[src/rtl/ccff_bitstream_loader.sv]
// Configuration-chain loader: serialises a valid/ready word stream, LSB first,
// into ccff_head with a matching config_enable, and counts ones leaving ccff_tail.
module ccff_bitstream_loader #(
    parameter int unsigned WORD_W    = 8,
    parameter int unsigned CHAIN_LEN = 36,
    parameter int unsigned CNT_W     = 16
) (
    input  logic              prog_clk,
    input  logic              pReset_n,
    input  logic              start,
    input  logic              abort,
    input  logic [WORD_W-1:0] s_data,
    input  logic              s_valid,
    output logic              s_ready,
    output logic              ccff_head,
    output logic              config_enable,
    input  logic              ccff_tail,
    output logic              busy,
    output logic              done,
    output logic [CNT_W-1:0]  tail_ones
);

    localparam int unsigned      N_WORDS   = (CHAIN_LEN + WORD_W - 1) / WORD_W;
    localparam logic [CNT_W-1:0] CNT_ONE   = CNT_W'(1);
    localparam logic [CNT_W-1:0] CNT_WORD  = CNT_W'(WORD_W);
    localparam logic [CNT_W-1:0] CNT_CHAIN = CNT_W'(CHAIN_LEN);
    localparam logic [CNT_W-1:0] CNT_WORDS = CNT_W'(N_WORDS);

    localparam logic [1:0] ST_IDLE = 2'd0;
    localparam logic [1:0] ST_LOAD = 2'd1;
    localparam logic [1:0] ST_FIN  = 2'd2;

    logic [1:0]        state_q,      state_d;
    logic [WORD_W-1:0] sreg_q,       sreg_d;
    logic [CNT_W-1:0]  cur_bits_q,   cur_bits_d;
    logic [CNT_W-1:0]  bits_left_q,  bits_left_d;
    logic [CNT_W-1:0]  words_left_q, words_left_d;
    logic [CNT_W-1:0]  tail_ones_q,  tail_ones_d;
    logic              head_q,       head_d;
    logic              cfg_en_q,     cfg_en_d;
    logic              done_q,       done_d;

    logic              ready_c;
    logic              shift_go;
    logic              accept;
    logic [CNT_W-1:0]  avail;
    logic [CNT_W-1:0]  new_bits;

    always_comb begin
        ready_c  = (state_q == ST_LOAD) && (cur_bits_q <= CNT_ONE)
                   && (words_left_q != '0) && !abort;
        shift_go = (state_q == ST_LOAD) && (cur_bits_q != '0) && !abort;
        accept   = ready_c && s_valid;
        // Bits still owed to the chain once the pending bit (if any) is issued.
        avail    = bits_left_q - cur_bits_q;
        new_bits = (avail < CNT_WORD) ? avail : CNT_WORD;
    end

    always_comb begin
        state_d      = state_q;
        sreg_d       = sreg_q;
        cur_bits_d   = cur_bits_q;
        bits_left_d  = bits_left_q;
        words_left_d = words_left_q;
        head_d       = head_q;
        cfg_en_d     = 1'b0;
        done_d       = 1'b0;
        tail_ones_d  = tail_ones_q;

        // The chain shifts on every edge where the registered enable is high.
        if (cfg_en_q && ccff_tail) begin
            tail_ones_d = tail_ones_q + CNT_ONE;
        end

        case (state_q)
            ST_IDLE: begin
                if (start) begin
                    state_d      = ST_LOAD;
                    tail_ones_d  = '0;
                    bits_left_d  = CNT_CHAIN;
                    words_left_d = CNT_WORDS;
                    cur_bits_d   = '0;
                    sreg_d       = '0;
                end
            end
            ST_LOAD: begin
                if (abort) begin
                    state_d = ST_IDLE;
                end else begin
                    if (shift_go) begin
                        head_d      = sreg_q[0];
                        cfg_en_d    = 1'b1;
                        sreg_d      = sreg_q >> 1;
                        cur_bits_d  = cur_bits_q - CNT_ONE;
                        bits_left_d = bits_left_q - CNT_ONE;
                        if (bits_left_q == CNT_ONE) begin
                            state_d = ST_FIN;
                        end
                    end
                    // A load on the same edge as the last bit's shift overrides
                    // the shifted register, so words stream without a bubble.
                    if (accept) begin
                        sreg_d       = s_data;
                        cur_bits_d   = new_bits;
                        words_left_d = words_left_q - CNT_ONE;
                    end
                end
            end
            ST_FIN: begin
                state_d = ST_IDLE;
                done_d  = !abort;
            end
            default: begin
                state_d = ST_IDLE;
            end
        endcase
    end

    always_ff @(posedge prog_clk or negedge pReset_n) begin
        if (!pReset_n) begin
            state_q      <= ST_IDLE;
            sreg_q       <= '0;
            cur_bits_q   <= '0;
            bits_left_q  <= '0;
            words_left_q <= '0;
            tail_ones_q  <= '0;
            head_q       <= 1'b0;
            cfg_en_q     <= 1'b0;
            done_q       <= 1'b0;
        end else begin
            state_q      <= state_d;
            sreg_q       <= sreg_d;
            cur_bits_q   <= cur_bits_d;
            bits_left_q  <= bits_left_d;
            words_left_q <= words_left_d;
            tail_ones_q  <= tail_ones_d;
            head_q       <= head_d;
            cfg_en_q     <= cfg_en_d;
            done_q       <= done_d;
        end
    end

    assign s_ready       = ready_c;
    assign ccff_head     = head_q;
    assign config_enable = cfg_en_q;
    assign busy          = (state_q == ST_LOAD);
    assign done          = done_q;
    assign tail_ones     = tail_ones_q;

endmodule
[config.mk]
export PLATFORM = sky130hd
export DESIGN_NAME = ccff_bitstream_loader
export DESIGN_NICKNAME = d
export VERILOG_FILES = /design/src/rtl/ccff_bitstream_loader.sv
export SDC_FILE = /design/constraint.sdc
export NUM_CORES = 1
export LEC_CHECK = 0
export ABC_AREA = 1
export BUFFER_PORTS_ARGS = -buffer_cell sky130_fd_sc_hd__buf_2
export CORE_ASPECT_RATIO = 2
export CORE_MARGIN = 2
export CORE_UTILIZATION = 30
export CTS_CLUSTER_DIAMETER = 30
export CTS_CLUSTER_SIZE = 8
export DETAILED_ROUTE_END_ITERATION = 6
export PLACE_DENSITY = 0.44
export SLEW_MARGIN = 20
export SYNTH_ARGS = -nofsm -noshare
export SYNTH_HDL_FRONTEND = slang
export SYNTH_SLANG_ARGS = --single-unit
[constraint.sdc]
create_clock -name prog_clk -period 2.8 [get_ports prog_clk]
set_clock_uncertainty 0.15 [all_clocks]
set_input_delay 0.28 -clock prog_clk [delete_from_list [all_inputs] [get_ports prog_clk]]
set_output_delay 0.28 -clock prog_clk [all_outputs]
set_load 0.02 [all_outputs]
# After elaboration in Yosys (flattened, before gate mapping)

Cells that the tools add are included.

Output and inout port bits: 21
Register bits after elaboration: 77
Input port bits: 14
Logic and storage cells: 75

Eq/ne operators: 10
Magnitude comparators: 2
Reductions and logical operators: 17
Multiplexer cells: 31
$add $sub $neg: 5
Bitwise logic cells: 1

Operator list:

| operator                | count |
|---|---|
| $mux W16                | 14 |
| $pmux W16 S2            | 3 |
| $sub A16 B1 Y16 const B | 3 |
| $mux W8                 | 4 |
| $reduce_bool A16 Y1     | 2 |
| $add A16 B1 Y16 const B | 1 |
| $eq A16 B1 Y1 const B   | 1 |
| $le A16 B1 Y1 const B   | 1 |
| $lt A16 B4 Y1 const B   | 1 |
| $pmux W8 S2             | 1 |
| $sub A16 B16 Y16        | 1 |
| $reduce_and A4 Y1       | 3 |
| $mux W2                 | 4 |
| $logic_and A1 B1 Y1     | 7 |
| $ne A3 B2 Y1 const B    | 2 |
| $reduce_and A3 Y1       | 2 |
| $mux W1                 | 4 |
| $ne A2 B1 Y1 const B    | 2 |
| $ne A2 B2 Y1 const B    | 2 |
| $pmux W2 S2             | 1 |
| $ne A3 B1 Y1 const B    | 1 |
| $eq A2 B1 Y1 const B    | 1 |
| $eq A2 B2 Y1 const B    | 1 |
| $logic_not A2 Y1        | 1 |
| other kinds (3)         | 3 |

# Logic depth before layout (Yosys ltp)

Gate-level depths: netlist of the first run.

Depth in word-level cells: 8
Mapped depth: 18
Depth with buffers taken out: 18

# Worst setup path after synthesis of the first run

No wires, ideal clock.

Kind: flip-flop to flip-flop
From: register cur_bits_q[0]
To: register cur_bits_q[3]
Library setup time: 0.126 ns
Cell stages (with the launch flop): 13
Period minus slack after synthesis: 2.297 ns
Required time: 2.524 ns
Slack: 0.503 ns
Buffers on the path: 0
Arrival: 2.021 ns
Cells stage by stage: dfrtp_1 -> ha_1 -> fa_1 -> inv_1 -> nand3_1 -> nand2_1 -> nand2_1 -> nand2_1 -> nand3_1 -> nor3_1 -> nand4_1 -> nand2_1 -> o21ai_0

Longest elaborated chain between the ends: 8
Elaborated cells between the ends (all ways): 18
Classes of those cells: 2 x add/sub; 2 x order compare; 1 x eq/ne; 5 x mux; 8 x reduce/logical

RTL lines:

| item                                                     | line | source |
|---|---|---|
| start, declared                                          | 35   | `logic [CNT_W-1:0] cur_bits_q, cur_bits_d;` |
| start signal, assigned                                   | 133  | `cur_bits_q <= cur_bits_d;` |
| branches (longest 8 deep; another with $sub A16 B16 Y16) | --   |  |

Parallel ways; which one is timed is not known. The select of a mux whose other input is x is not followed.
A chain may end at the register's enable or synchronous reset.

# Worst setup path after layout of the first run

From: register bits_left_q[0]
To: register cur_bits_q[3]

Longest elaborated chain between the ends: 6

RTL lines:

| item                   | line | source |
|---|---|---|
| start, declared        | 36   | `logic [CNT_W-1:0] bits_left_q, bits_left_d;` |
| start signal, assigned | 134  | `bits_left_q <= bits_left_d;` |
| $sub A16 B16 Y16 (*)   | 55   | `avail = bits_left_q - cur_bits_q;` |
| $lt A16 B4 Y1          | 56   | `new_bits = (avail < CNT_WORD) ? avail : CNT_WORD;` |
| $mux W16 (*)           | 56   |  |
| $mux W16 (*)           | 102  | `if (accept) begin` |
| $mux W16 (*)           | 87   | `if (abort) begin` |
| $pmux W16 S2 (*)       | 75   | `case (state_q)` |

Mark *: on every way between the ends. The rest lies on a longest branch, timed or not. The select of a mux whose other input is x is not followed.

==> impl_metrics.toml, run 1 <==
[run_status]
status = "complete, no violations"

[floorplan]
coreArea_sq_um = 16700
die_w_microns = 95.9
start_util = 0.304
die_area_sq_um = 18000
die_y_microns = 188
rows = 67
design.portCount = 35

[placement]
placed_area_sq_um = 5570
gp_congestion = 0.948
hpwl_mm = 12.7
portBuffers = 34
place_ws_ns = 0.0511

[clock_network]
cts_setup_buffers = 0
clk_path_buf_depth = 2
clock_latency_ns = 0.34
cts_tree = "done"
cts-root-buf = "clkbuf_16"
cts.sinks = 77
cts-buffers-inserted = 9
clk_pin_slew_worst_paths_ns = 0.06
htree_levels = 3

[setup_path]
crit_path_start = "bits_left_q[0]"
cp_data_arrival_time_ns = 2.68
timing.rr.end = "cur_bits_q[3]"
worstPathRequired_ns = 2.87
crit_fanout = 5
r2r_cells = 15
end_kind = "flop"
r2r_start = "bits_left_q[0]"
worstSetupPathType = "flop to flop"
start_kind = "flop"
ff2ff_setup_slack_ns = 0.19

[logic_synthesis]
synth.most_common_cell = "nand2_1"
syn_area_sq_um = 5060
synth_seq_cells = 77
netlist_top_cells_count = "nand2_1, inv_1, nor2_1"
ys_seq_area_frac = 0.380
ys_warn_count = 0
synthDistinctLibCells = 42
synth_top_area_cell = "dfrtp_1"
syn_inst = 710
syn_nets = 746
synth_top_area_share = 0.380
netlist_top_cells_area = "dfrtp_1, nand2_1, inv_1"
synth_area_per_cell_sq_um = 7.13
synthArstFlopShare = 1.00
synth_edf_count = 0
synth_ff_type = "dfrtp_1"

[worst_hold_path]
hp-class = "primary input to flop"
whs_endpoint = "sreg_q[5]"
hold_depth = 3
min_from = "s_data[5]"

[sta]
max_slew_margin = 0.658
worst_slew_pin_slew_ns = 0.513
max_freq_mhz = 383
drv_slew = 0
fin_crit_sh = 0.933
min_period_ns = 2.61
setup-violations-final = 0
hold_viol = 0
fin_ws_ns = 0.188

[final_layout]
nNetsFinal = 798
diodes = 0
drive_above_1_share = 0.104
final_area_sq_um = 5910
syn2layout_area_growth_pct = 16.7

[grt]
grt_max_degree = 43
grtUsageTotal = 0.186
grt_pass1_vias = 4893
grt_pass1_wl_mm = 24.9
antenna_found_initial = 0
overflow = 0

[pwr]
ir_worst_vdd_mv = 0.406
p_leak_nw = 3.00
powerDensity_nw_per_um2 = 1290

[routing]
drc = 0
wire_per_inst_microns = 16.3
wirelength_mm = 15.8
dr.first_iter.drc_count = 207
firstDrtPassIters = 4
antenna_left = 0
vias = 4715
vias_per_cell = 4.84

[job]
cap_violations = 0
-- sequential cells by signal, summed over array words and instances (netlist names) --
register	count
state_q	2
config_enable	1
tail_ones	16
done	1
cur_bits_q	16
bits_left_q	16
words_left_q	16
ccff_head	1
sreg_q	8
-- cells by family after synthesis --
kind of cell,synth area share
flip-flops,0.380
AO/OA/AOI/OAI,0.112
AND/OR/NAND/NOR,0.313
XOR/XNOR,0.0415
buffers and inverters,0.0963
adder cells (fa/ha/maj),0.0558
-- critical path, stage by stage (launching register included) --
cell and delay, ns:
dfrtp_1 0.36, inv_1 0.11, ha_1 0.24, fa_1 0.42
inv_1 0.12, nand3_1 0.11, nand2_2 0.13, nand2_1 0.09
nand2_1 0.07, nand2_1 0.04, nand2_1 0.05, nand3_1 0.15
nor2_4 0.20, nand4_1 0.10, nand2_1 0.07, o21ai_0 0.07
-- per-stage QoR --
| stage | total power [mW] | hold WS [ns] | utilization | TNS [ns] | cells |
|---|---|---|---|---|---|
| 5_1_grt | 8.28 | 0.0261 | 0.354 | -0.00246 | 974 |
| 6_report | 7.63 | 0.0224 | 0.354 | 0 | 974 |
| 3_5_place_dp | 6.23 | 0.144 | 0.334 | 0 | 957 |
| 2_1_floorplan | 4.72 | -0.166 | - | 0 | 710 |
| 4_1_cts | 7.47 | 0.0197 | 0.353 | 0 | 974 |
| 3_3_place_gp | 6.25 | 0.138 | 0.334 | 0 | 957 |
-- layout by cell type, fill, tap and decap left out, types with 3 or more instances in the layout --
master and instances:
o21ai_0 34, o22ai_1 10, nand2_4 3, nor2_1 82, buf_4 16, clkbuf_16 9
xor2_1 16, nand2_1 176, o31ai_1 8, o21a_1 3, and3_1 3, a21oi_1 37
and2_1 3, nand4_1 10, nor2_2 3, buf_2 33, nand3b_1 5, nand3_1 39
ha_1 21, nor3_1 22, nor4_1 5, inv_1 112, xnor2_1 8, dfrtp_1 77
-- power breakdown --
| group | internal (mW) | total, mW | leakage (nW) | switching [mW] |
|---|---|---|---|---|
| logic | 1.58 | 4.85 | 1.81 | 3.27 |
| clock network | 0.740 | 1.20 | 0.150 | 0.461 |
| registers | 1.34 | 1.58 | 1.04 | 0.241 |
| total | 3.66 | 7.63 | 3.00 | 3.97 |
-- how the worst max path moves through the flow --
| stage | end | cells past startpoint |
|---|---|---|
| 5_1_grt | cur_bits_q[2] | 16 |
| 3_5_place_dp | cur_bits_q[3] | 15 |
| 4_1_cts | cur_bits_q[3] | 15 |
| 3_3_place_gp | cur_bits_q[1] | 16 |
| 2_1_floorplan | cur_bits_q[3] | 12 |
| 6_report | cur_bits_q[3] | 15 |
-- final cells by class --
class / count / area (sq um)
Clock inverter: 3 / 43.8
Clock buffer: 13 / 260
Inverter: 114 / 428
Tap cell: 207 / 259
Multi-Input combinational cell: 509 / 2680
Timing Repair Buffer: 51 / 315
Sequential cell: 77 / 1930
Fill cell: 1792 / 10800
-- what timing repair did --
| action | 4_1_cts | 5_1_grt |
|---|---|---|
| endpoints found under the hold margin | 35 | 0 |
| hold buffers | 1 | 0 |
| gates resized for setup | 0 | 7 |
| endpoints found under the setup margin | 0 | 4 |
-- per-layer routing --
layer | routed length [microns] | share of wire | up-vias | GRT usage
li1 | - | - | 2393 | -
met3 | 316 | 0.020 | 42 | 0.0229
met1 | 5430 | 0.34 | 2201 | 0.174
met2 | 9340 | 0.59 | 79 | 0.361
met5 | 0 | 0 | - | 0
met4 | 748 | 0.047 | 0 | 0.107
(Power assumes the default switching activity.)
==> inputs of run 2 (changes only) <==
--- a/config.mk
+++ b/config.mk
@@ -8,2 +8,3 @@
 export ABC_AREA = 1
+export ABC_CLOCK_PERIOD_IN_PS = 2800
 export BUFFER_PORTS_ARGS = -buffer_cell sky130_fd_sc_hd__buf_2
==> constraint.sdc (replaced) <==
create_clock -name prog_clk -period 2.8 [get_ports prog_clk]
set_clock_uncertainty 0.15 [all_clocks]
set_input_delay 0.42 -clock prog_clk [delete_from_list [all_inputs] [get_ports prog_clk]]
set_output_delay 0.42 -clock prog_clk [all_outputs]
set_load 0.02 [all_outputs]
==> run 2 against run 1 <==
Against the previous run:
- non-clock buffer count increased by 1
- critical path depth unchanged
- sequential cell count unchanged
- highest routed layer unchanged
- largest power group unchanged
- critical endpoint unchanged
- setup slack got worse by 0.022 ns
- via count increased by 1.7%
- final cell count increased by 0.10%
- total power decreased by 0.32%
- critical path type unchanged
==> impl_metrics.toml, run 2 (synthesized netlist as in run 1, its figures left out) <==
[setup_path]
cp_common_cell = "nand2_1"
worstSetupPathType = "flop to flop"
end_kind = "flop"
crit_fanout = 5
worstPathCellList = "inv_1 -> ha_1 -> fa_1 -> inv_1 -> nand3_1 -> nand2_2 -> nand2_1 -> nand2_1 -> nand2_1 -> nand2_1 -> nand3_1 -> nor2_4 -> nand4_1 -> nand2_1 -> o21ai_0"
worstPathRequired_ns = 2.88
cp_slowest_cell = "fa_1"
start_kind = "flop"
cp_data_arrival_time_ns = 2.71
critical-path-max-stage-delay_ns = 0.41

[grt]
overflow = 0
grtUsageTotal = 0.187
antenna_found_initial = 0
grt_busiest_layer = "met2"
grt_pass1_vias = 4905
grtUsageMet1 = 0.179
grtUsageMet3 = 0.0237
grt.met2_usage = 0.368
grt_max_degree = 43
grt_pass1_wl_mm = 25.2

[clock_network]
htree_levels = 3
clk_path_buf_depth = 2
cts-buffers-inserted = 9
cts_tree = "done"
clock_latency_ns = 0.34
cts.sinks = 77
cts-root-buf = "clkbuf_16"
clk_pin_slew_worst_paths_ns = 0.06

[pwr]
switching_share = 0.514
intPower_mw = 3.69
p_seq_frac = 0.209
ir_worst_vdd_mv = 0.496
powerDensity_nw_per_um2 = 1280
p_comb_frac = 0.627
p_leak_nw = 3.00
power_switching_mw = 3.91
clkPwrFrac = 0.164

[final_layout]
multi_input_area_sq_um = 2670
syn2layout_area_growth_pct = 16.9
layout_commonest_cell = "nand2_1"
register_area_sq_um = 1930
final_cell_mix = "nand2_1, inv_1, nor2_1"
drive_above_1_share = 0.104
fill_cells = 1805
diodes = 0
nNetsFinal = 799

[routing]
vias_per_cell = 4.92
firstDrtPassIters = 7
wirelength_mm = 15.8
dr.first_iter.drc_count = 149
wire_per_inst_microns = 16.2
antenna_left = 0
drc = 0
vias = 4796

[floorplan]
die_area_sq_um = 18000
rows = 67
design.portCount = 35
coreArea_sq_um = 16700
die_y_microns = 188
die_w_microns = 95.9
start_util = 0.304

[placement]
portBuffers = 34
hpwl_mm = 12.8
gp_congestion = 0.952

[sta]
hold_viol = 0
worst_hold_slack_ns = 0.165
max_freq_mhz = 380
setup-violations-final = 0
setup_tns_ns = 0
min_period_ns = 2.63
max_slew_margin = 0.654
worst_slew_pin_slew_ns = 0.520
fin_crit_sh = 0.941
drv_slew = 0
rsz0062_at_grt = "no"

[job]
cap_violations = 0

[run_status]
status = "complete, no violations"

[worst_hold_path]
hp-class = "primary input to flop"
==> run 2: cell type report <==
| type | instances | share of cell area |
|---|---|---|
| clock buffers | 12 | 0.0399 |
| multi-input cells | 509 | 0.452 |
| flip-flops and latches | 77 | 0.326 |
| repair buffers | 52 | 0.0545 |
| clock inverters | 4 | 0.0123 |
| inverters | 114 | 0.0723 |
| well taps | 207 | 0.0438 |
==> run 2: power groups by stage <==
stage	sequential, mW	clock (mW)	combinational, mW
after floorplan	1.56	0	3.16
after global placement	1.60	0	4.64
after detailed placement	1.61	0	4.63
after CTS	1.59	1.28	4.66
after global routing	1.62	1.33	5.32
final	1.59	1.25	4.77
==> run 2: what timing repair did <==
action	CTS	global route
setup endpoints to repair	0	4
hold buffers	1	0
setup buffers	0	0
resized for setup	0	6
hold endpoints to repair	35	0
==> run 2: layer usage <==
layer / share of wire / vias up
li1: - / 2396
met1: 0.35 / 2269
met2: 0.59 / 95
met3: 0.019 / 36
met4: 0.040 / 0
met5: 0 / -
==> run 2: critical path, delay by kind of cell (launching register included) <==
kind                     cells  cell delay, ns
AO/OA/AOI/OAI                1            0.06
AND/OR/NAND/NOR             10            1.04
adder cells (fa/ha/maj)      2            0.65
buffers and inverters        2            0.24
flip-flops                   1            0.36
==> run 2: path summary, 6_finish.rpt <==
kind | startpoint | end | slack [ns] | cells past startpoint
min in group asynchronous | pReset_n | tail_ones[9] | 0.43 | 2
setup reg to reg | bits_left_q[0] | cur_bits_q[3] | 0.17 | 15
hold / removal | abort | done | 0.17 | 2
setup / recovery | bits_left_q[0] | cur_bits_q[3] | 0.17 | 15
hold reg to reg | ccff_head | ccff_head | 0.34 | 2
max in group asynchronous | pReset_n | bits_left_q[3] | 1.43 | 3
==> run 2: per-stage QoR <==
stage | instance area (sq um) | instances | util | setup WS, ns | total power [mW]
detailed placement | 5580 | 958 | 0.334 | 0.0300 | 6.24
global placement | 5580 | 958 | 0.334 | 0.0646 | 6.24
global route | 5920 | 975 | 0.355 | 0.00877 | 8.27
floorplan | 5060 | 710 | - | 0.503 | 4.72
finish | 5920 | 975 | 0.355 | 0.166 | 7.60
CTS | 5900 | 975 | 0.353 | 0.0158 | 7.53
==> inputs of run 3 (changes only) <==
CAP_MARGIN = 20   (was unset)
CORE_UTILIZATION = 55   (was 30)
PLACE_DENSITY = 0.73   (was 0.44)
==> run 3 against run 2 <==
Against the previous run:
- utilization increased by 29 points
- register-to-register slack better by 0.07 ns
- sequential share of layout area up 0.81 points
- sequential power is essentially flat
- cell area decreased by 2.4%
- non-clock buffer count did not move
- setup slack improved by 0.068 ns
- global-route usage increased by 13 points
- total power is 4.6% lower
- wire length decreased by 6.3%
- sequential cell count is the same
- largest power group unchanged
==> impl_metrics.toml, run 3 (synthesized netlist as in run 1, its figures left out) <==
[run_status]
status = "complete, no violations"

[setup_path]
crit_fanout = 5
critical-path-max-stage-delay_ns = 0.41
start_kind = "flop"
worstPathRequired_ns = 2.87
ff2ff_setup_slack_ns = 0.23
r2r_start = "bits_left_q[0]"
cp_slowest_cell = "fa_1"
cp_common_cell = "nand2_1"
end_kind = "flop"
worstSetupPathType = "flop to flop"
worstPathCellList = "inv_1 -> ha_1 -> fa_1 -> inv_1 -> nand3_1 -> nand2_1 -> nand2_1 -> nand2_1 -> nand3_1 -> nor3_1 -> nand4_1 -> nand2_1 -> o21ai_0"
cp_data_arrival_time_ns = 2.64
crit_path_start = "bits_left_q[0]"

[pwr]
switching_share = 0.516
power.total_mw = 7.26
intPower_mw = 3.51
power_switching_mw = 3.74
p_leak_nw = 3.01
p_seq_frac = 0.218
powerDensity_nw_per_um2 = 1260
p_comb_frac = 0.613
ir_worst_vdd_mv = 0.637
clkPwrFrac = 0.169

[clock_network]
htree_levels = 3
cts_setup_buffers = 0
cts_tree = "done"
cts.sinks = 77
clk_path_buf_depth = 2
clk_pin_slew_worst_paths_ns = 0.06
cts-root-buf = "clkbuf_16"
cts-buffers-inserted = 9
clock_latency_ns = 0.35

[sta]
worst_slew_pin_slew_ns = 0.595
drv_slew = 0
min_period_ns = 2.57
max_slew_margin = 0.603
fin_crit_sh = 0.916
hold_viol = 0
max_freq_mhz = 390
rsz0062_at_grt = "no"
setup_tns_ns = 0
setup-violations-final = 0
worst_hold_slack_ns = 0.138

[routing]
wirelength_mm = 14.8
vias = 4939
wire_per_inst_microns = 17.0
dr.first_iter.drc_count = 247
antenna_left = 0
firstDrtPassIters = 5
drc = 0
vias_per_cell = 5.68

[final_layout]
fill_cells = 809
nNetsFinal = 799
syn2layout_area_growth_pct = 14.0
layout_commonest_cell = "nand2_1"
drive_above_1_share = 0.104
final_cell_mix = "nand2_1, inv_1, nor2_1"
register_area_sq_um = 1930
final_util = 0.645
multi_input_area_sq_um = 2650
diodes = 0

[grt]
grtUsageTotal = 0.314
grt_pass1_vias = 5158
overflow = 0
antenna_found_initial = 0
grt_pass1_wl_mm = 24.0
grtUsageMet3 = 0.0420
grt_busiest_layer = "met2"
grtUsageMet1 = 0.287
grt_max_degree = 46
grt.met2_usage = 0.594

[floorplan]
design.portCount = 35
die_y_microns = 140
die_area_sq_um = 10000
coreArea_sq_um = 8950
start_util = 0.566
die_w_microns = 71.9
rows = 49

[job]
cap_violations = 0

[placement]
hpwl_mm = 11.7
gp_congestion = 0.972
portBuffers = 34

[worst_hold_path]
min_from = "s_data[5]"
hp-class = "primary input to flop"
run 3: power groups by stage:
stage / Clock [mW] / Sequential [mW] / Combinational (mW)
4_1_cts: 1.24 / 1.58 / 4.35
3_5_place_dp: 0 / 1.60 / 4.31
6_report: 1.22 / 1.58 / 4.45
5_1_grt: 1.27 / 1.61 / 4.93
2_1_floorplan: 0 / 1.56 / 3.16
3_3_place_gp: 0 / 1.59 / 4.24
run 3: routing by layer:
layer  vias to the layer above  share of wire
met3                        76          0.035
met2                       175           0.56
met5                         -              0
li1                       2392              -
met1                      2296           0.33
met4                         0          0.078
run 3: timing repair:
action	in CTS	in global routing
setup endpoints to repair	0	1
hold buffers	1	0
gates resized for setup	0	1
hold endpoints to repair	44	0
run 3: critical path: cells and delay by family (launching register included):
| family | cells | cell delay [ns] |
|---|---|---|
| buf+inv | 2 | 0.22 |
| flops | 1 | 0.38 |
| simple gates | 8 | 1.00 |
| fa+ha+maj | 2 | 0.63 |
| compound gates | 1 | 0.07 |
run 3: through the flow:
step	area [sq um]	setup WS, ns	instances
6_report	5780	0.234	870
5_1_grt	5780	0.0224	870
4_1_cts	5770	0.206	870
3_5_place_dp	5460	0.221	853
3_3_place_gp	5460	0.290	853
2_1_floorplan	5060	0.503	710
run 3: worst paths after layout:
kind	depth (start not counted)	endpoint
min in group asynchronous	2	bits_left_q[8]
min	3	sreg_q[5]
max reg2reg	13	cur_bits_q[3]
min reg2reg	2	ccff_head
max	13	cur_bits_q[3]
max in group asynchronous	3	tail_ones[15]
run 3: final cells by class:
type	count	area share
Timing Repair Buffer	52	0.0581
Sequential cell	77	0.334
Multi-Input combinational cell	509	0.459
Clock buffer	9	0.0390
Tap cell	102	0.0221
Clock inverter	7	0.0139
Inverter	114	0.0741
